`src/rtl/logic_gate_sweep.sv`:
```
// logic_gate_sweep: N-input logic gate with a registered output, a selectable
// gate function, a single-beat external operand port and a built-in exhaustive
// truth-table sweep that counts the 1-results as a signature.
module logic_gate_sweep #(
    parameter int N = 2
) (
    input  logic         clk,
    input  logic         rst_n,
    input  logic [2:0]   mode,
    input  logic         start,
    input  logic         in_valid,
    input  logic [N-1:0] in_a,
    output logic         in_ready,
    output logic         y_valid,
    output logic         y,
    output logic [N-1:0] y_vec,
    output logic         busy,
    output logic         done,
    output logic [N:0]   ones_count
);

    localparam logic [1:0] S_IDLE  = 2'd0;
    localparam logic [1:0] S_SWEEP = 2'd1;
    localparam logic [1:0] S_DONE  = 2'd2;

    // Terminal sweep value 2^N-1; cnt carries one spare bit so it never wraps.
    localparam logic [N:0] CNT_LAST = {1'b0, {N{1'b1}}};

    // Reduction gate over all N operand bits; reserved selects give 0.
    function automatic logic gate_f(input logic [2:0] sel, input logic [N-1:0] v);
        logic r;
        case (sel)
            3'd0:    r = &v;
            3'd1:    r = |v;
            3'd2:    r = ^v;
            3'd3:    r = ~&v;
            3'd4:    r = ~|v;
            3'd5:    r = ~^v;
            default: r = 1'b0;
        endcase
        return r;
    endfunction

    logic [1:0] state_r;
    logic [N:0] cnt_r;
    logic [2:0] mode_q_r;
    logic       y_r;
    logic [N-1:0] y_vec_r;
    logic       y_valid_r;
    logic       done_r;
    logic [N:0] ones_count_r;

    logic       ext_res_s;
    logic       sweep_res_s;

    // Gate results for the external operand (live mode) and the sweep vector (latched mode).
    always_comb begin
        ext_res_s   = gate_f(mode, in_a);
        sweep_res_s = gate_f(mode_q_r, cnt_r[N-1:0]);
    end

    // A sweep request in IDLE takes priority over an external operand.
    assign in_ready   = (state_r == S_IDLE) && !start;
    assign busy       = (state_r != S_IDLE);
    assign y          = y_r;
    assign y_vec      = y_vec_r;
    assign y_valid    = y_valid_r;
    assign done       = done_r;
    assign ones_count = ones_count_r;

    // Sequencer, result registers and 1-result signature counter.
    always_ff @(posedge clk or negedge rst_n) begin
        if (!rst_n) begin
            state_r      <= S_IDLE;
            cnt_r        <= '0;
            mode_q_r     <= 3'd0;
            y_r          <= 1'b0;
            y_vec_r      <= '0;
            y_valid_r    <= 1'b0;
            done_r       <= 1'b0;
            ones_count_r <= '0;
        end else begin
            y_valid_r <= 1'b0;
            done_r    <= 1'b0;
            case (state_r)
                S_IDLE: begin
                    if (start) begin
                        state_r      <= S_SWEEP;
                        cnt_r        <= '0;
                        ones_count_r <= '0;
                        mode_q_r     <= mode;
                    end else if (in_valid) begin
                        y_r       <= ext_res_s;
                        y_vec_r   <= in_a;
                        y_valid_r <= 1'b1;
                    end
                end
                S_SWEEP: begin
                    y_r          <= sweep_res_s;
                    y_vec_r      <= cnt_r[N-1:0];
                    y_valid_r    <= 1'b1;
                    ones_count_r <= ones_count_r + {{N{1'b0}}, sweep_res_s};
                    cnt_r        <= cnt_r + {{N{1'b0}}, 1'b1};
                    if (cnt_r == CNT_LAST) begin
                        state_r <= S_DONE;
                        done_r  <= 1'b1;
                    end
                end
                S_DONE: begin
                    state_r <= S_IDLE;
                end
                default: begin
                    state_r <= S_IDLE;
                end
            endcase
        end
    end

endmodule

```
`config.mk`:
```
export PLATFORM = sky130hd
export DESIGN_NAME = logic_gate_sweep
export DESIGN_NICKNAME = d
export VERILOG_FILES = /design/src/rtl/logic_gate_sweep.sv
export SDC_FILE = /design/constraint.sdc
export NUM_CORES = 1
export LEC_CHECK = 0
export BUFFER_PORTS_ARGS = -buffer_cell sky130_fd_sc_hd__buf_2
export CORE_ASPECT_RATIO = 1.5
export CORE_MARGIN = 2
export CORE_UTILIZATION = 40
export CTS_CLUSTER_SIZE = 20
export DETAILED_ROUTE_END_ITERATION = 16
export HOLD_SLACK_MARGIN = 0.02
export PLACE_DENSITY = 0.69
export SYNTH_ARGS = -nofsm -noshare
export SYNTH_HDL_FRONTEND = slang
export SYNTH_SLANG_ARGS = --single-unit
```
`constraint.sdc`:
```
create_clock -name clk -period 2.7 [get_ports clk]
set_input_delay 0.405 -clock clk [delete_from_list [all_inputs] [get_ports clk]]
set_output_delay 0.405 -clock clk [all_outputs]
set_load 0.02 [all_outputs]
```
==> metrics.md, run 1 <==
| Metric | Value |
|---|---|
| Crit path launch type | `flop` |
| CP peak stage delay | `between 0.4 and 0.5 ns` |
| Critical Path Source | `cnt_r[0]` |
| Seq cells post-synth | `16` |
| Number of global-route vias before repair | `668` |
| Crit share post-route | `a little over nine tenths` |
| Design Power | `between 1 and 1.5 mW` |
| Design area | `1010 µm²` |
| Cell Pwr Density | `around 1200 nW/µm²` |
| Initial Util | `a little over two fifths` |
| Aggregate global routing overflow | `0` |
| Sw frac | `41.5%` |
| CTS tree | `built` |
| Adder-Cell Fraction of Synth Area | `10.2%` |
| Routed Wire Length | `about 1700 µm` |
| Hold buffers post-CTS | `0` |
| Iter 0 DRT Violations | `9` |
| Filler cell count in the final layout | `~200` |
| FP Rows | `20` |
| Setup TNS | `0 ns` |
| Critical path peak fanout | `5` |
| Setup Crit Path Kind | `reg2reg` |
| Clock buffers created by TritonCTS | `3` |
| H-Tree Depth | `1` |
| Dpl ws | `~0.17 ns` |
| Area of the multi-input gates | `between 400 and 500 µm²` |
| Worst-path clk slew | `about 0.10 ns` |
| Initial antenna violation count | `0` |
| Placer Congestion | `roughly 0.89` |
| P_leak | `between 0.5 and 0.6 nW` |
| Synthesis-to-layout area growth | `17.7%` |
| Crit path required time | `between 2 and 3 ns` |
| Synth Area in XOR/XNOR | `0%` |
| Psw | `500 µW` |
| Vias | `678` |
| Net count, final | `124` |
| Placed cell area | `between 900 and 1000 µm²` |
| Fraction of registers with async set/reset | `100%` |
| N_diodes | `0` |
| Layout Skew | `0.00266 ns` |
| Yosys cell types | `24` |
| Post-DRT Antenna Nets | `0` |
| DRC | `0` |
| Worst VDD drop | `around 500 µV` |
| Crit path max-delay family | `adder cells` |
| Die X | `41.8 µm` |
| Hpwl dp | `roughly 1300 µm` |
| R2r startpoint | `cnt_r[0]` |
| Clock Power Share | `a little over an eighth` |
| Hold Crit Class | `in2async` |
| Final hold vios | `0` |
| Arr. time, crit path | `~2.7 ns` |
| Sequential share of power | `between 30% and 40%` |
| Layout cells sized above 1 | `between 20 and 30%` |
| Register area share after synthesis | `a little under half` |
| Boundary pin count | `19` |
| Storage element area | `400 µm²` |
| WL/cell | `between 10 and 15 µm` |
| Worst Tran Pin Value | `between 0.6 and 0.7 ns` |
| Core ar. | `approximately 2000 µm²` |
| Power Internal | `about 700 µW` |
| Worst path buffer plus inverter count | `1` |
| Final Slew Violations | `0` |
| First-pass GRT wire length | `2840 µm` |
| Die area | `around 2500 µm²` |
| Outcome | `finished clean` |
| RSZ-0062 raised after global routing | `false` |
| Predominant post-synthesis flop cell | `dfrtp_1` |
| Compound-gate portion of the synthesized area | `16.8%` |
| Clock root buffer | `clkbuf_4` |
| Most frequent CP cell | `ha_1` |
| Post-synthesis mux area share | `3.95%` |
| FMAX | `about 0.39 GHz` |
| Largest net degree at the start of global routing | `17` |
| Synth Area in Simple Gates | `roughly 18%` |
| DR pass1 iterations | `4` |
| Largest family of logic cells by synthesized area | `simple AND/OR/NAND/NOR gates` |
| Cell breakdown of the critical path | `inv_1, ha_1, and2b_1, o211a_1, or3_2, ha_1, ha_1, mux2_2, a22o_1` |
| Post-Syn Area per Cell | `~10 µm²` |
| IO buf count | `18` |
| Max Cap Viol | `0` |
| Setup violators final | `0` |
| Placed Instances | `approximately 130` |
| Ys Warns | `0` |
| Final worst slack | `around 0.14 ns` |
| Fin cells | `around 130` |
| Final min period | `2.56 ns` |
| Chip Height | `approximately 61 µm` |
| Syn Nets | `approximately 100` |
| Post-synth EDFFs | `0` |
| Gate power share | `about half` |
| Slew margin rel. | `around three fifths` |
| Synth Instances | `86` |
| CP Capture Type | `flop` |
| Clock Sink Count | `16` |
| Clk Latency, worst-skew pair | `0.28 ns` |
| Total GRT Usage | `between 10 and 15%` |
| Slowest-stage cell, CP | `dfrtp_1` |
| Clk buf depth | `2` |
| Number of vias per cell | `roughly 5.3` |
| Synthesized area | `between 800 and 900 µm²` |
==> layout by cell type, fill, tap and decap left out, types with 2 or more instances in the layout <==
master,instances
inv_1,9
o21ai_0,5
clkbuf_4,3
nor2_1,7
mux2_2,3
buf_2,18
dfrtp_1,16
nand2_1,7
o21bai_1,2
nor2b_1,7
ha_1,7
a22o_1,4
a21oi_1,3
nor3_1,2
and2_1,2
==> power by group through the flow <==
stage,sequential [mW],combinational [mW],clock (mW)
after floorplan,0.497,0.382,0
after global placement,0.444,0.588,0
after detailed placement,0.452,0.607,0
after CTS,0.447,0.609,0.164
after global routing,0.466,0.677,0.169
final,0.447,0.602,0.157
==> synth_stat cells (all sizes together) (2+ instances only) <==
cell,number,area (µm²)
a2111oi,2,17.5
a21oi,3,15.0
a22o,4,35.0
and2,2,12.5
dfrtp,16,400
ha,7,87.6
inv,9,33.8
mux2,3,33.8
nand2,7,26.3
nor2,7,26.3
nor2b,7,43.8
nor3,2,10.0
o21ai,5,25.0
o21bai,2,15.0
==> metal layers <==
metal	up-vias	GRT usage [%]	part of all wire, %
met1	311	17.8	44
met4	0	10.1	2.2
met3	4	1.79	4.4
met5	-	0	0
li1	342	-	-
met2	21	25.4	50
==> registers in the layout, indices dropped and copies added (netlist names) <==
register	cells
mode_q_r	3
done	1
y_vec	2
y_valid	1
state_r	2
y	1
ones_count	3
cnt_r	3
==> path summary, 6_finish.rpt <==
path / end / slack, ns / cells after the start
max in group asynchronous: ones_count[2] / 2.42 / 1
worst max register to register: ones_count[2] / 0.14 / 9
min in group clk: mode_q_r[2] / 0.36 / 3
worst min register to register: y / 0.49 / 2
worst max-delay path: ones_count[2] / 0.14 / 9
worst min-delay path: y_vec[0] / 0.02 / 1
==> cells by family (layout without fill, tap and decap cells) <==
kind of cell	after synthesis	in the layout
flops	16	16
simple gates	30	30
buf+inv	10	31
compound gates	20	20
fa+ha+maj	7	7
mux	3	3
==> stage by stage <==
| step | hold WS [ns] | utilization (%) |
|---|---|---|
| floorplan | 0.109 | - |
| global placement | 0.330 | 47.8 |
| detailed placement | 0.341 | 47.8 |
| CTS | 0.0229 | 49.6 |
| global route | 0.0534 | 49.7 |
| finish | 0.0217 | 49.7 |
==> cell type report <==
type	instances	share of cell area, %
multi-input cells	60	41.6
flip-flops and latches	16	39.8
repair buffers	18	8.94
clock buffers	4	3.60
inverters	9	3.35
well taps	22	2.73
==> repair_timing <==
action                     CTS  global route
setup endpoints to repair    0             1
setup buffers                0             0
resized for setup            0             1
hold endpoints to repair     0             0
(Power assumes the default switching activity.)
==> run 2, diff against run 1 <==
--- a/config.mk
+++ b/config.mk
@@ -12,7 +12,6 @@
 export CTS_CLUSTER_SIZE = 20
 export DETAILED_ROUTE_END_ITERATION = 16
 export HOLD_SLACK_MARGIN = 0.02
-export PLACE_DENSITY = 0.69
 export SYNTH_ARGS = -nofsm -noshare
 export SYNTH_HDL_FRONTEND = slang
 export SYNTH_SLANG_ARGS = --single-unit
==> run 2 against run 1 <==
  * Design area is 0.13% lower
  * First-iteration DRC count is 33% lower
  * Global-route usage is 0.87 points higher
  * Die area stayed put
  * Largest cell class unchanged
==> metrics.md, run 2 (synthesis results as in run 1) <==
| Metric | Value |
|---|---|
| Outcome | `finished clean` |
| Die X | `41.8 µm (unchanged)` |
| Setup TNS | `0 ns (unchanged)` |
| FMAX | `0.393 GHz (+0.38%)` |
| Aggregate global routing overflow | `0 (unchanged)` |
| Number of vias per cell | `5.16 (-1.9%)` |
| CTS resizes | `0 (unchanged)` |
| Commonest non-fill, non-tap cell in the layout | `buf_2` |
| Initial Util | `42.2% (unchanged)` |
| Chip Height | `60.7 µm (unchanged)` |
| Clk buf depth | `2 (unchanged)` |
| Fin cells | `129 (unchanged)` |
| Post-DRT Antenna Nets | `0 (unchanged)` |
| Final min period | `2.55 ns (-0.00980 ns)` |
| First-pass GRT wire length | `2910 µm (+2.4%)` |
| Number of global-route vias before repair | `651 (-2.5%)` |
| P_leak | `0.516 nW (about the same)` |
| IO buf count | `18 (unchanged)` |
| R2r setup slk | `0.15 ns (about the same)` |
| Final Slew Violations | `0 (unchanged)` |
| N_diodes | `0 (unchanged)` |
| Cell Pwr Density | `1200 nW/µm² (+0.46%)` |
| Setup violators final | `0 (unchanged)` |
| Vias | `665 (-1.9%)` |
| Final hold vios | `0 (unchanged)` |
| FP Rows | `20 (unchanged)` |
| Placed Instances | `125 (unchanged)` |
| Clock buffers created by TritonCTS | `3 (unchanged)` |
| Clock Sink Count | `16 (unchanged)` |
| Synthesis-to-layout area growth | `17.5%` |
| CTS tree | `built` |
| Worst Tran Pin Value | `0.567 ns (-0.0348 ns)` |
| Clk Latency, worst-skew pair | `0.30 ns (+0.02 ns)` |
| Crit path launch type | `flop` |
| WL/cell | `13.6 µm (+5.0%)` |
| Grt met2 use | `28.3% (+2.9 points)` |
| Placer Congestion | `0.804 (-9.5%)` |
| Die area | `2530 µm² (unchanged)` |
| Boundary pin count | `19 (unchanged)` |
| Gr busiest metal | `met2` |
| Post-CTS Setup Repair Bufs | `0 (unchanged)` |
| Met3 Use GR | `1.79% (unchanged)` |
| Core ar. | `2030 µm² (unchanged)` |
| Max Cap Viol | `0 (unchanged)` |
| Hpwl dp | `1380 µm (+4.5%)` |
| Routed Wire Length | `1750 µm (+5.0%)` |
| Met1 usage | `18.1% (+0.36 points)` |
| Net count, final | `124 (unchanged)` |
| Layout Skew | `0.00694 ns (+0.00428 ns)` |
| Total GRT Usage | `15.8% (+0.87 points)` |
| Crit path required time | `2.89 ns (about the same)` |
| Layout cells sized above 1 | `25.2% (unchanged)` |
| CP Capture Type | `flop` |
| R2R Path End | `ones_count[2]` |
| RSZ-0062 raised after global routing | `false` |
| Worst VDD drop | `445 µV (-11%)` |
| Arr. time, crit path | `2.74 ns (about the same)` |
| Iter 0 DRT Violations | `6 (-3)` |
| Worst-path clk slew | `0.10 ns (about the same)` |
| Critical path peak fanout | `5 (unchanged)` |
| Hold buffers post-CTS | `0 (unchanged)` |
| Commonest cells after routing, fill and taps aside | `buf_2, dfrtp_1, inv_1` |
| Clock root buffer | `clkbuf_4` |
| Largest net degree at the start of global routing | `17 (unchanged)` |
| Initial antenna violation count | `0 (unchanged)` |
| DRC | `0 (unchanged)` |
| R2r startpoint | `cnt_r[0]` |
| Slew margin rel. | `62.1% (+3.3 points)` |
| H-Tree Depth | `1 (unchanged)` |
| DR pass1 iterations | `4 (unchanged)` |
| Hold Crit Class | `in2async` |
| Setup Crit Path Kind | `reg2reg` |
| Worst reg-to-reg path cell count | `9 (unchanged)` |
| Crit share post-route | `94.4% (-0.36 points)` |
[run 2: cell counts in the layout (fill, tap and decap cells not counted)]
No cell type changed its count.
[run 2: cell type report]
type                       count  area (µm²)
fill                         202        1020
inverter                       9        33.8
sequential                    16         400
clock buffer                   4        36.3
multi-input combinational     60         418
tap                           22        27.5
timing repair buffer          18        90.1
[run 2: critical path, stage by stage, from the launching register on]
cell	delay [ns]
dfrtp_1	0.42
inv_1	0.07
ha_1	0.32
and2b_1	0.17
o211a_1	0.20
or3_2	0.41
ha_1	0.19
ha_1	0.18
mux2_2	0.27
a22o_1	0.22
[run 2: how the worst max path moves through the flow]
| stage | from | to |
|---|---|---|
| final | cnt_r[0] | ones_count[2] |
| after global routing | cnt_r[0] | ones_count[2] |
| after CTS | cnt_r[0] | ones_count[2] |
| after detailed placement | cnt_r[0] | ones_count[2] |
| after global placement | cnt_r[0] | ones_count[2] |
| after floorplan | cnt_r[0] | ones_count[2] |
[run 2: through the flow]
step	setup WS [ns]	hold WS, ns	util (%)	total power, mW	instance area, µm²
after floorplan	0.275	0.109	-	0.879	856
after global placement	0.234	0.337	47.8	1.05	970
after detailed placement	0.177	0.339	47.8	1.06	970
after CTS	0.163	0.0223	49.6	1.22	1010
after global routing	0.0721	0.0334	49.6	1.31	1010
final	0.152	0.00365	49.6	1.21	1010
[run 2: report_power, final]
part           switching (mW)  internal, mW  total [mW]
Sequential             0.0903         0.354       0.445
Combinational           0.333         0.268       0.601
Clock                  0.0817        0.0823       0.164
Total                   0.505         0.704        1.21
[run 2: routing by layer]
| layer | part of all wire, % | wire length [µm] |
|---|---|---|
| met2 | 51 | 902 |
| met3 | 4.7 | 82 |
| met4 | 2.7 | 48 |
| met1 | 41 | 718 |
| met5 | 0 | 0 |
